## config.mk

```make
export PLATFORM = sky130hd
export DESIGN_NAME = aes_word_packer
export DESIGN_NICKNAME = d
export VERILOG_FILES = /design/src/rtl/aes_pkg.sv /design/src/rtl/aes_word_packer.sv
export SDC_FILE = /design/constraint.sdc
export NUM_CORES = 1
export LEC_CHECK = 0
export CELL_PAD_IN_SITES_DETAIL_PLACEMENT = 0
export CELL_PAD_IN_SITES_GLOBAL_PLACEMENT = 1
export CORE_UTILIZATION = 39
export DETAILED_ROUTE_END_ITERATION = 10
export PLACE_DENSITY_LB_ADDON = 0.1
export SLEW_MARGIN = 20
export SYNTH_ARGS = -nofsm -noshare
export SYNTH_HDL_FRONTEND = slang
export SYNTH_SLANG_ARGS = --single-unit
```

## constraint.sdc

```tcl
create_clock -name clk -period 1.7 [get_ports clk]
set_clock_uncertainty 0.1 [all_clocks]
set_input_delay 0.34 -clock clk [delete_from_list [all_inputs] [get_ports clk]]
set_output_delay 0.34 -clock clk [all_outputs]
set_load 0.02 [all_outputs]
```

## src/rtl/aes_pkg.sv

```systemverilog
// aes_pkg: shared constants, packer state encoding and block geometry helper for the AES word packer.
package aes_pkg;

    localparam int AES_BLK_W = 128;

    typedef enum logic [1:0] {
        FILL,
        FULL,
        WAIT_FB
    } pk_state_e;

    function automatic int nw_of(input int word_w);
        return AES_BLK_W / word_w;
    endfunction

endpackage

```

## src/rtl/aes_word_packer.sv

```systemverilog
// aes_word_packer: packs WORD_W-bit plaintext words into 128-bit AES input blocks; optional CBC chaining under AES_CBC_CHAIN_EN.
module aes_word_packer
    import aes_pkg::*;
#(
    parameter int WORD_W = 32
) (
    input  logic                              clk,
    input  logic                              rst_n,
    input  logic                              flush,
    input  logic                              s_valid,
    output logic                              s_ready,
    input  logic [WORD_W-1:0]                 s_data,
    output logic                              m_valid,
    input  logic                              m_ready,
    output logic [AES_BLK_W-1:0]              m_block,
    output logic [$clog2(nw_of(WORD_W)):0]    words_held
`ifdef AES_CBC_CHAIN_EN
    ,
    input  logic                              iv_load,
    input  logic [AES_BLK_W-1:0]              iv,
    input  logic                              fb_valid,
    input  logic [AES_BLK_W-1:0]              fb_data
`endif
);

    localparam int NW = nw_of(WORD_W);
    localparam int CW = $clog2(NW) + 1;

    pk_state_e            r_state, w_state_nxt;
    logic [CW-1:0]        r_cnt, w_cnt_nxt;
    logic [AES_BLK_W-1:0] r_acc, w_acc_nxt;
    logic [AES_BLK_W-1:0] r_block, w_block_nxt;
    logic [AES_BLK_W-1:0] w_acc_word;
    logic [AES_BLK_W-1:0] w_mask;
    logic                 r_s_ready;
    logic                 r_m_valid;
    logic                 w_take;
    logic                 w_last;

`ifdef AES_CBC_CHAIN_EN
    logic [AES_BLK_W-1:0] r_chain, w_chain_nxt;
    assign w_mask = r_chain;
`else
    assign w_mask = '0;
`endif

    // Earlier words shift toward the MSB so word 0 ends up most significant.
    assign w_acc_word = {r_acc[AES_BLK_W-WORD_W-1:0], s_data};
    assign w_take     = s_valid && r_s_ready;
    assign w_last     = r_cnt == CW'(NW - 1);

    assign s_ready    = r_s_ready;
    assign m_valid    = r_m_valid;
    assign m_block    = r_block;
    assign words_held = (r_state == FILL) ? r_cnt : CW'(NW);

    // Next-state logic: flush overrides everything except chain loading.
    always_comb begin
        w_state_nxt = r_state;
        w_cnt_nxt   = r_cnt;
        w_acc_nxt   = r_acc;
        w_block_nxt = r_block;
`ifdef AES_CBC_CHAIN_EN
        w_chain_nxt = r_chain;
`endif
        if (flush) begin
            w_state_nxt = FILL;
            w_cnt_nxt   = '0;
        end else begin
            case (r_state)
                FILL: begin
                    if (w_take) begin
                        w_acc_nxt = w_acc_word;
                        w_cnt_nxt = w_last ? '0 : r_cnt + 1'b1;
                        if (w_last) begin
                            w_state_nxt = FULL;
                            w_block_nxt = w_acc_word ^ w_mask;
                        end
                    end
                end
                FULL: begin
`ifdef AES_CBC_CHAIN_EN
                    if (m_ready) w_state_nxt = WAIT_FB;
`else
                    if (m_ready) w_state_nxt = FILL;
`endif
                end
                default: begin
`ifdef AES_CBC_CHAIN_EN
                    if (fb_valid) begin
                        w_state_nxt = FILL;
                        w_chain_nxt = fb_data;
                    end
`else
                    w_state_nxt = FILL;
`endif
                end
            endcase
        end
`ifdef AES_CBC_CHAIN_EN
        // A new IV always wins and abandons any feedback still pending.
        if (iv_load) begin
            w_chain_nxt = iv;
            if (r_state == WAIT_FB) w_state_nxt = FILL;
        end
`endif
    end

    // State, datapath and registered handshake outputs.
    always_ff @(posedge clk or negedge rst_n) begin
        if (!rst_n) begin
            r_state   <= FILL;
            r_cnt     <= '0;
            r_acc     <= '0;
            r_block   <= '0;
            r_s_ready <= 1'b0;
            r_m_valid <= 1'b0;
        end else begin
            r_state   <= w_state_nxt;
            r_cnt     <= w_cnt_nxt;
            r_acc     <= w_acc_nxt;
            r_block   <= w_block_nxt;
            r_s_ready <= w_state_nxt == FILL;
            r_m_valid <= w_state_nxt == FULL;
        end
    end

`ifdef AES_CBC_CHAIN_EN
    // Chain register survives flush; only reset, IV load and feedback change it.
    always_ff @(posedge clk or negedge rst_n) begin
        if (!rst_n) r_chain <= '0;
        else r_chain <= w_chain_nxt;
    end
`endif

endmodule

```

Word-level counts from Yosys, hierarchy flattened
Index checks and enable logic that the tools add are counted.
- bitwise logic cells: 1
- equal/unequal tests: 3
- add/sub/neg operators: 1
- reductions and logical operators: 8
- multiplexer cells: 10
- operators with widths (operator ; number):
    3-bit 2-to-1 mux ; 5
    2-bit 2-to-1 mux ; 4
    2-bit by 1-bit == test with 1-bit output, second input constant ; 2
    2-bit logical NOT ; 2
    2-bit one-hot mux with 2 select lines ; 1
    4-bit AND reduction ; 1
    2-bit nonzero test ; 2
    3-bit by 1-bit adder with 3-bit output, second input constant ; 1
    3-bit by 2-bit == test with 1-bit output, second input constant ; 1
    3-bit AND reduction ; 1
    2-bit AND reduction ; 1
    1-bit logical AND ; 1
    1-bit inverter ; 1
- register bits: 231
- logic and storage cells: 29
- bits of input ports: 37
- output and inout bits: 133

Logic depth before layout (Yosys ltp)
Gate-level depths: netlist of the first run.
- depth in word-level cells: 6
- depth in mapped cells: 6
- mapped depth without buffers: 4

Worst setup path before layout of the first run
Ideal clock, no wire load.
- path type: register to register
- from: register r_state[1]
- to: register r_acc[28]
- arrival time: 1.584 ns
- setup slack: -0.108 ns
- cell stages (with the launch flop): 7
- clock period less this slack: 1.808 ns
- path buffers: 3
- required time: 1.475 ns
- setup time: 0.125 ns
- path through: dfrtp_1 nor2_1 and4b_1 buf_2 buf_2 buf_4 mux2_2
- word-level cells in the longest chain between the ends: 2
- RTL lines (element ; RTL line ; RTL):
    start, declared ; aes_word_packer.sv:29 ; pk_state_e r_state, w_state_nxt;
    start signal, assigned ; aes_word_packer.sv:119 ; r_state <= w_state_nxt;
    2-bit logical NOT ; aes_word_packer.sv:70 ; case (r_state)
    3-bit AND reduction (no line) ; n/a ;
    end signal, assigned ; aes_word_packer.sv:121 ; r_acc <= w_acc_nxt;
    end, declared ; aes_word_packer.sv:31 ; logic [AES_BLK_W-1:0] r_acc, w_acc_nxt;
No other way between the ends.
A chain may end at the register's enable or synchronous reset.

Worst setup path in the final report of the first run
- from: register r_state[1]
- to: register r_block[21] (netlist: m_block[21])
- word-level cells in the longest chain between the ends: 2
- RTL lines (element ; RTL line ; RTL):
    2-bit logical NOT ; aes_word_packer.sv:70 ;
    4-bit AND reduction (no line) ; n/a ;
    end signal, assigned ; aes_word_packer.sv:122 ; r_block <= w_block_nxt;
    end, declared ; aes_word_packer.sv:32 ; logic [AES_BLK_W-1:0] r_block, w_block_nxt;
No other way between the ends.

==> load_flow_metrics.sql, run 1 <==
INSERT INTO impl_metrics (metric_group, metric, value, unit) VALUES
('power', 'cellLeakagePower', '6.17', 'nW'),
('layout', 'n_antenna_cell', '0', ''),
('logic_synthesis', 'synth_area_leader_cell', 'sky130_fd_sc_hd__dfrtp_1', ''),
('layout', 'filler_cell_count', '1800', ''),
('routing', 'wl_per_cell', '17.8', 'µm'),
('layout', 'area_growth', '38.2', '%'),
('clock_network', 'htree_num_levels', '1', ''),
('logic_synthesis', 'synth-warning-count', '0', ''),
('logic_synthesis', 'share_of_synthesized_area_occupied_by_flip_flops_and_latches', '66.3', '%'),
('logic_synthesis', 'syn-cell-area', '8720', 'µm²'),
('clock_network', 'clkLatencyLatePin', '0.50', 'ns'),
('routing', 'vias', '4892', ''),
('die', 'die_height', '152', 'µm'),
('setup_path', 'register_to_register_path_depth', '5', ''),
('timing', 'min_period_over_period', '116', '%'),
('grt', 'grt.overflow.total', '0', ''),
('timing', 'final_hold_viol_count', '0', ''),
('die', 'pin_count', '170', ''),
('grt', 'track_usage', '15.7', '%'),
('layout', 'layout.area.seq', '5780', 'µm²'),
('logic_synthesis', 'synth_seq_cells', '231', ''),
('min_path', 'hold_path.class', 'in2async', ''),
('grt', 'antenna_found_initial', '0', ''),
('routing', 'drt.antenna.violating_nets', '0', ''),
('clock_network', 'cts_tree', 'built', ''),
('logic_synthesis', 'synth_top_cells_by_area', 'sky130_fd_sc_hd__dfrtp_1, sky130_fd_sc_hd__mux2_2, sky130_fd_sc_hd__clkbuf_8', ''),
('power', 'pwr_density_cell', '1150', 'nW/µm²'),
('logic_synthesis', 'synth_nets', '542', ''),
('layout', 'design.final.nets', '759', ''),
('timing', 'final.min_clock_period', '1.96', 'ns'),
('logic_synthesis', 'synth_cell_types', '23', ''),
('routing', 'detail_route.wirelength', '18.1', 'mm'),
('status', 'failed_checks', 'negative setup slack', ''),
('die', 'chipWidth', '152', 'µm'),
('routing', 'dr.first_iter.drc_count', '135', ''),
('setup_path', 'reg2reg_slack', '-0.26', 'ns'),
('routing', 'drc', '0', ''),
('layout', 'multiInputGateArea', '2730', 'µm²'),
('timing', 'fmax', '0.509', 'GHz'),
('clock_network', 'cts_sinks', '231', ''),
('setup_path', 'critical_path.reg2reg.startpoint', 'r_state[1]', ''),
('logic_synthesis', 'ys_async_sr_fraction', '100', '%'),
('place', 'place_hpwl', '11.2', 'mm'),
('logic_synthesis', 'gate_count_post_synth', '504', ''),
('layout', 'drive_gt1_share', '45.5', '%'),
('setup_path', 'regToRegEndpoint', 'm_block[21]', ''),
('place', 'io_buffers', '169', ''),
('grt', 'first_pass_grt_wire_length', '27.9', 'mm'),
('logic_synthesis', 'synth_ff_type', 'sky130_fd_sc_hd__dfrtp_1', ''),
('routing', 'drt_pass1_iterations', '4', ''),
('timing', 'report.final.setup_viol', '227', ''),
('setup_path', 'crit_path_max_fanout', '38', ''),
('power', 'power.total', '13.8', 'mW'),
('setup_path', 'cp-endpoint', 'm_block[21]', ''),
('status', 'run_status', 'finished, violations left', ''),
('setup_path', 'worst_ep_required_time', '1.98', 'ns'),
('timing', 'postLayoutSetupSlackWorst', '-0.264', 'ns'),
('setup_path', 'timing_worst_setup_path_type', 'reg2reg', ''),
('clock_network', 'clockRootBuffer', 'sky130_fd_sc_hd__clkbuf_16', ''),
('grt', 'grt_pass1_vias', '5047', ''),
('run', 'cap_viol_max_count', '0', ''),
('logic_synthesis', 'synth_edf_count', '0', ''),
('place', 'gp_congestion', '0.722', ''),
('logic_synthesis', 'yosys-top-cells-count', 'sky130_fd_sc_hd__dfrtp_1, sky130_fd_sc_hd__mux2_2, sky130_fd_sc_hd__buf_2, sky130_fd_sc_hd__buf_6, sky130_fd_sc_hd__clkbuf_8', ''),
('setup_path', 'worst_setup_path_start_kind', 'flop', ''),
('setup_path', 'critical_path.startpoint', 'r_state[1]', ''),
('logic_synthesis', 'synth_area_per_cell', '17.3', 'µm²'),
('die', 'core_region_area', '21900', 'µm²'),
('grt', 'grt_max_degree', '59', ''),
('clock_network', 'cts_buffer_depth', '3', ''),
('die', 'placement_rows', '54', '');
where the power goes:
group / switching [mW] / internal [mW] / leakage [nW] / total [mW]
registers: 0.476 / 6.30 / 3.02 / 6.77
logic: 0.520 / 0.877 / 2.71 / 1.40
clock network: 2.04 / 3.63 / 0.437 / 5.67
area by class of cell:
type / instances / share of cell area [%]
sequential: 231 / 48.0
multi-input combinational: 248 / 22.6
timing repair buffer: 215 / 19.2
clock buffer: 36 / 6.20
tap: 280 / 2.91
clock inverter: 7 / 1.12
worst min path at each step:
stage	cells past startpoint	endpoint	slack (ns)
2_1_floorplan	0	m_block[0]	-0.06
3_3_place_gp	1	m_block[51]	0.12
3_5_place_dp	1	m_block[50]	0.12
4_1_cts	2	m_block[51]	0.18
5_1_grt	2	m_block[50]	0.21
6_report	2	m_block[50]	0.19
repair_timing:
item / CTS / global route
hold buffers: 1 / 0
gates resized for setup: 184 / 37
hold endpoints to repair: 231 / 0
pin swaps: 0 / 2
cloned: 8 / 6
endpoints found under the setup margin: 336 / 258
buffers inserted: 6 / 3
registers in the layout, indices dropped and copies added, names as in the netlist:
register,count
s_ready,1
r_acc,96
r_cnt,3
m_valid,1
m_block,128
r_state,2
cell usage in the layout, fill, tap and decap left out, types with 2 or more instances in the layout:
master and count:
sky130_fd_sc_hd__a21oi_1 3, sky130_fd_sc_hd__buf_12 11, sky130_fd_sc_hd__clkbuf_8 8, sky130_fd_sc_hd__dfrtp_1 229, sky130_fd_sc_hd__nand2b_1 2, sky130_fd_sc_hd__mux2_2 223
sky130_fd_sc_hd__clkdlybuf4s15_1 20, sky130_fd_sc_hd__nand2_1 2, sky130_fd_sc_hd__clkdlybuf4s50_1 35, sky130_fd_sc_hd__clkbuf_2 11, sky130_fd_sc_hd__dlygate4sd2_1 97, sky130_fd_sc_hd__buf_6 9
sky130_fd_sc_hd__bufinv_16 4, sky130_fd_sc_hd__clkbuf_1 3, sky130_fd_sc_hd__o21a_1 2, sky130_fd_sc_hd__clkbuf_16 29, sky130_fd_sc_hd__buf_4 13, sky130_fd_sc_hd__clkinv_2 3
sky130_fd_sc_hd__buf_16 9, sky130_fd_sc_hd__buf_8 2, sky130_fd_sc_hd__dfrtp_2 2
metal layers:
metal	wire length, µm	global-route usage (%)	share of wire [%]
met1	7860	20.9	43
met2	8780	25.5	48
met3	1150	4.22	6.4
met4	333	4.26	1.8
met5	0	0	0
cell families (layout without fill, tap and decap cells):
group / count (synthesis) / after routing / synth area share, %
DFF: 231 / 231 / 66.3
muxes: 224 / 224 / 28.9
buffers and inverters: 25 / 258 / 2.75
and+or+nand+nor: 16 / 16 / 1.48
AOI/OAI and AO/OA: 6 / 6 / 0.401
adders and majority gates: 1 / 1 / 0.143
other: 1 / 1 / 0.0430
metrics by stage:
step                cell area (µm²)  TNS, ns  hold WS [ns]  std cells
floorplan                      8750    -8.28       -0.0556        504
global placement              10800   -96.79         0.124        950
detailed placement            10800  -102.08         0.121        950
CTS                           11900   -38.15         0.179       1008
global route                  12100   -52.55         0.214       1017
finish                        12100   -41.45         0.189       1017
worst max-delay path, stage by stage, from the launching register on:
cell and delay (ns):
sky130_fd_sc_hd__dfrtp_1 0.40, sky130_fd_sc_hd__buf_6 0.13, sky130_fd_sc_hd__nand4bb_4 0.18, sky130_fd_sc_hd__or3_4 0.47, sky130_fd_sc_hd__buf_12 0.22, sky130_fd_sc_hd__mux2_2 0.30
No activity file was read; power rests on OpenSTA's default activity.
==> run 2, diff against run 1 <==
- CAP_MARGIN: unset -> 20
- CORE_UTILIZATION: 39 -> 43
- PLACE_DENSITY_LB_ADDON: 0.1 -> 0.3
- clock period: 1.7 -> 2 ns (I/O delays scaled with it)
==> load_flow_metrics.sql, run 2 (synthesized netlist as in run 1, its figures left out) <==
INSERT INTO impl_metrics (metric_group, metric, value, unit) VALUES
('status', 'run_status', 'finished clean', ''),
('setup_path', 'timing.critical_path.max_delay_family', 'flip-flops', ''),
('layout', 'largest_register_ffs', '128', ''),
('power', 'pwr_density_cell', '962', 'nW/µm²'),
('grt', 'track_usage', '16.1', '%'),
('place', 'dp_slack', '-0.306', 'ns'),
('setup_path', 'timing.critical_path.slowest_stage_cell', 'sky130_fd_sc_hd__dfrtp_2', ''),
('grt', 'antenna_found_initial', '0', ''),
('setup_path', 'critical_path.reg2reg.startpoint', 'r_state[1]', ''),
('clock_network', 'cts_inserted_buffers', '24', ''),
('place', 'place_hpwl', '11.0', 'mm'),
('layout', 'commonest_cells_after_routing_fill_and_taps_aside', 'sky130_fd_sc_hd__dfrtp_1, sky130_fd_sc_hd__mux2_2, sky130_fd_sc_hd__clkdlybuf4s50_1', ''),
('routing', 'drt.antenna.violating_nets', '0', ''),
('layout', 'design.final.nets', '730', ''),
('layout', 'multiInputGateArea', '2710', 'µm²'),
('setup_path', 'worst_ep_required_time', '1.50', 'ns'),
('setup_path', 'worst-path-buf-inv', '1', ''),
('setup_path', 'crit_path_max_fanout', '7', ''),
('setup_path', 'worst_setup_path_start_kind', 'flop', ''),
('layout', 'filler_cell_count', '1553', ''),
('timing', 'postLayoutSetupSlackWorst', '0.0361', 'ns'),
('grt', 'grt_max_degree', '60', ''),
('setup_path', 'cp_data_arrival_time', '1.46', 'ns'),
('die', 'effective_utilization_at_floorplan', '44.4', '%'),
('timing', 'min_period_over_period', '98.2', '%'),
('layout', 'area_growth', '32.9', '%'),
('grt', 'first_pass_grt_wire_length', '26.5', 'mm'),
('setup_path', 'critical_path.endpoint_type', 'output port', ''),
('timing', 'final.min_clock_period', '1.96', 'ns'),
('routing', 'detail_route.wirelength', '16.4', 'mm'),
('routing', 'drt_pass1_iterations', '4', ''),
('run', 'cap_viol_max_count', '0', ''),
('clock_network', 'clkLatencyLatePin', '0.50', 'ns'),
('layout', 'layout.cells.most_common', 'sky130_fd_sc_hd__dfrtp_1', ''),
('die', 'chipWidth', '144', 'µm'),
('clock_network', 'cts_buffer_depth', '3', ''),
('setup_path', 'critPathMaxStageDelay', '0.45', 'ns'),
('die', 'die_height', '144', 'µm'),
('routing', 'vias', '4770', ''),
('power', 'power.total', '11.2', 'mW'),
('setup_path', 'timing_worst_setup_path_type', 'reg2out', ''),
('clock_network', 'htree_num_levels', '1', ''),
('timing', 'final_hold_viol_count', '0', ''),
('clock_network', 'cts_tree', 'built', ''),
('routing', 'drc', '0', ''),
('routing', 'routed_via_density', '4.91', ''),
('grt', 'grt_pass1_vias', '5072', ''),
('die', 'core_region_area', '19700', 'µm²'),
('power', 'cellLeakagePower', '6.52', 'nW'),
('clock_network', 'clkTransAtPathRegs', '0.06', 'ns'),
('clock_network', 'clockRootBuffer', 'sky130_fd_sc_hd__clkbuf_16', ''),
('layout', 'drive_gt1_share', '40.6', '%'),
('timing', 'report.final.setup_viol', '0', ''),
('layout', 'layout.area.seq', '5780', 'µm²'),
('routing', 'dr.first_iter.drc_count', '209', ''),
('die', 'pin_count', '170', ''),
('setup_path', 'crit_chain', 'or3_4, buf_6', ''),
('place', 'io_buffers', '169', ''),
('clock_network', 'cts_sinks', '231', ''),
('timing', 'fmax', '0.509', 'GHz'),
('die', 'die_area', '20900', 'µm²'),
('layout', 'n_antenna_cell', '0', ''),
('place', 'gp_congestion', '0.751', ''),
('timing', 'report.final.slew_viol_count', '0', ''),
('die', 'placement_rows', '51', ''),
('setup_path', 'critical_path.startpoint', 'r_state[0]', ''),
('routing', 'wl_per_cell', '16.9', 'µm'),
('grt', 'grt.overflow.total', '0', ''),
('min_path', 'hold_path.class', 'in2async', ''),
('power', 'ir_worst_vdd', '0.662', 'mV');
## run 2: cell type report
class / count / share of cell area [%]
repair buffers: 187 / 17.3
flip-flops and latches: 231 / 49.9
well taps: 265 / 2.86
multi-input cells: 248 / 23.4
clock buffers: 36 / 6.18
clock inverters: 5 / 0.432
## run 2: per-stage QoR
| step | instances | utilization, % | TNS, ns | hold WS (ns) | cell area (µm²) |
|---|---|---|---|---|---|
| after detailed placement | 929 | 54.6 | -54.44 | 0.223 | 10700 |
| after floorplan | 504 | - | 0 | 0.00441 | 8720 |
| after global placement | 929 | 54.6 | -45.10 | 0.223 | 10700 |
| final | 972 | 59.0 | 0 | 0.298 | 11600 |
| after CTS | 971 | 58.2 | -0.0139 | 0.288 | 11400 |
| after global routing | 972 | 59.0 | -0.00107 | 0.302 | 11600 |
## run 2: worst register-to-register path, cell delays in order (launching register included)
cell and delay (ns):
sky130_fd_sc_hd__dfrtp_2 0.43, sky130_fd_sc_hd__buf_4 0.15, sky130_fd_sc_hd__nor2_1 0.12, sky130_fd_sc_hd__and4b_4 0.33
sky130_fd_sc_hd__buf_12 0.25, sky130_fd_sc_hd__mux2_2 0.44
## run 2: what timing repair did
| action | in CTS | in global routing |
|---|---|---|
| pin swaps | 0 | 0 |
| resized for setup | 57 | 57 |
| hold buffers | 1 | 0 |
| setup endpoints to repair | 47 | 55 |
| hold endpoints to repair | 44 | 0 |
| cloned | 0 | 0 |
| setup buffers | 0 | 1 |
## run 2: power by group
part / internal (mW) / switching [mW] / leakage, nW
clock network: 2.59 / 1.69 / 0.381
logic: 0.696 / 0.422 / 3.11
registers: 5.35 / 0.400 / 3.02
total: 8.63 / 2.52 / 6.52
## run 2: path summary, 6_finish.rpt
kind / to / slack, ns / cells past startpoint
setup / recovery: words_held[2] / 0.04 / 2
hold / removal: m_block[82] / 0.30 / 2
setup reg to reg: r_acc[6] / 0.06 / 5
hold reg to reg: m_block[63] / 0.40 / 1
max in group asynchronous: r_state[1] / 0.86 / 3
min in group clk: m_block[63] / 0.40 / 1
## run 2: routing by layer
layer / global-route usage [%] / vias up / wire length, µm / share of wire, %
li1: - / 2163 / - / -
met1: 20.5 / 2464 / 6950 / 42
met2: 27.3 / 116 / 8140 / 50
met3: 4.24 / 27 / 1020 / 6.2
met4: 4.04 / 0 / 295 / 1.8
met5: 0 / - / 0 / 0
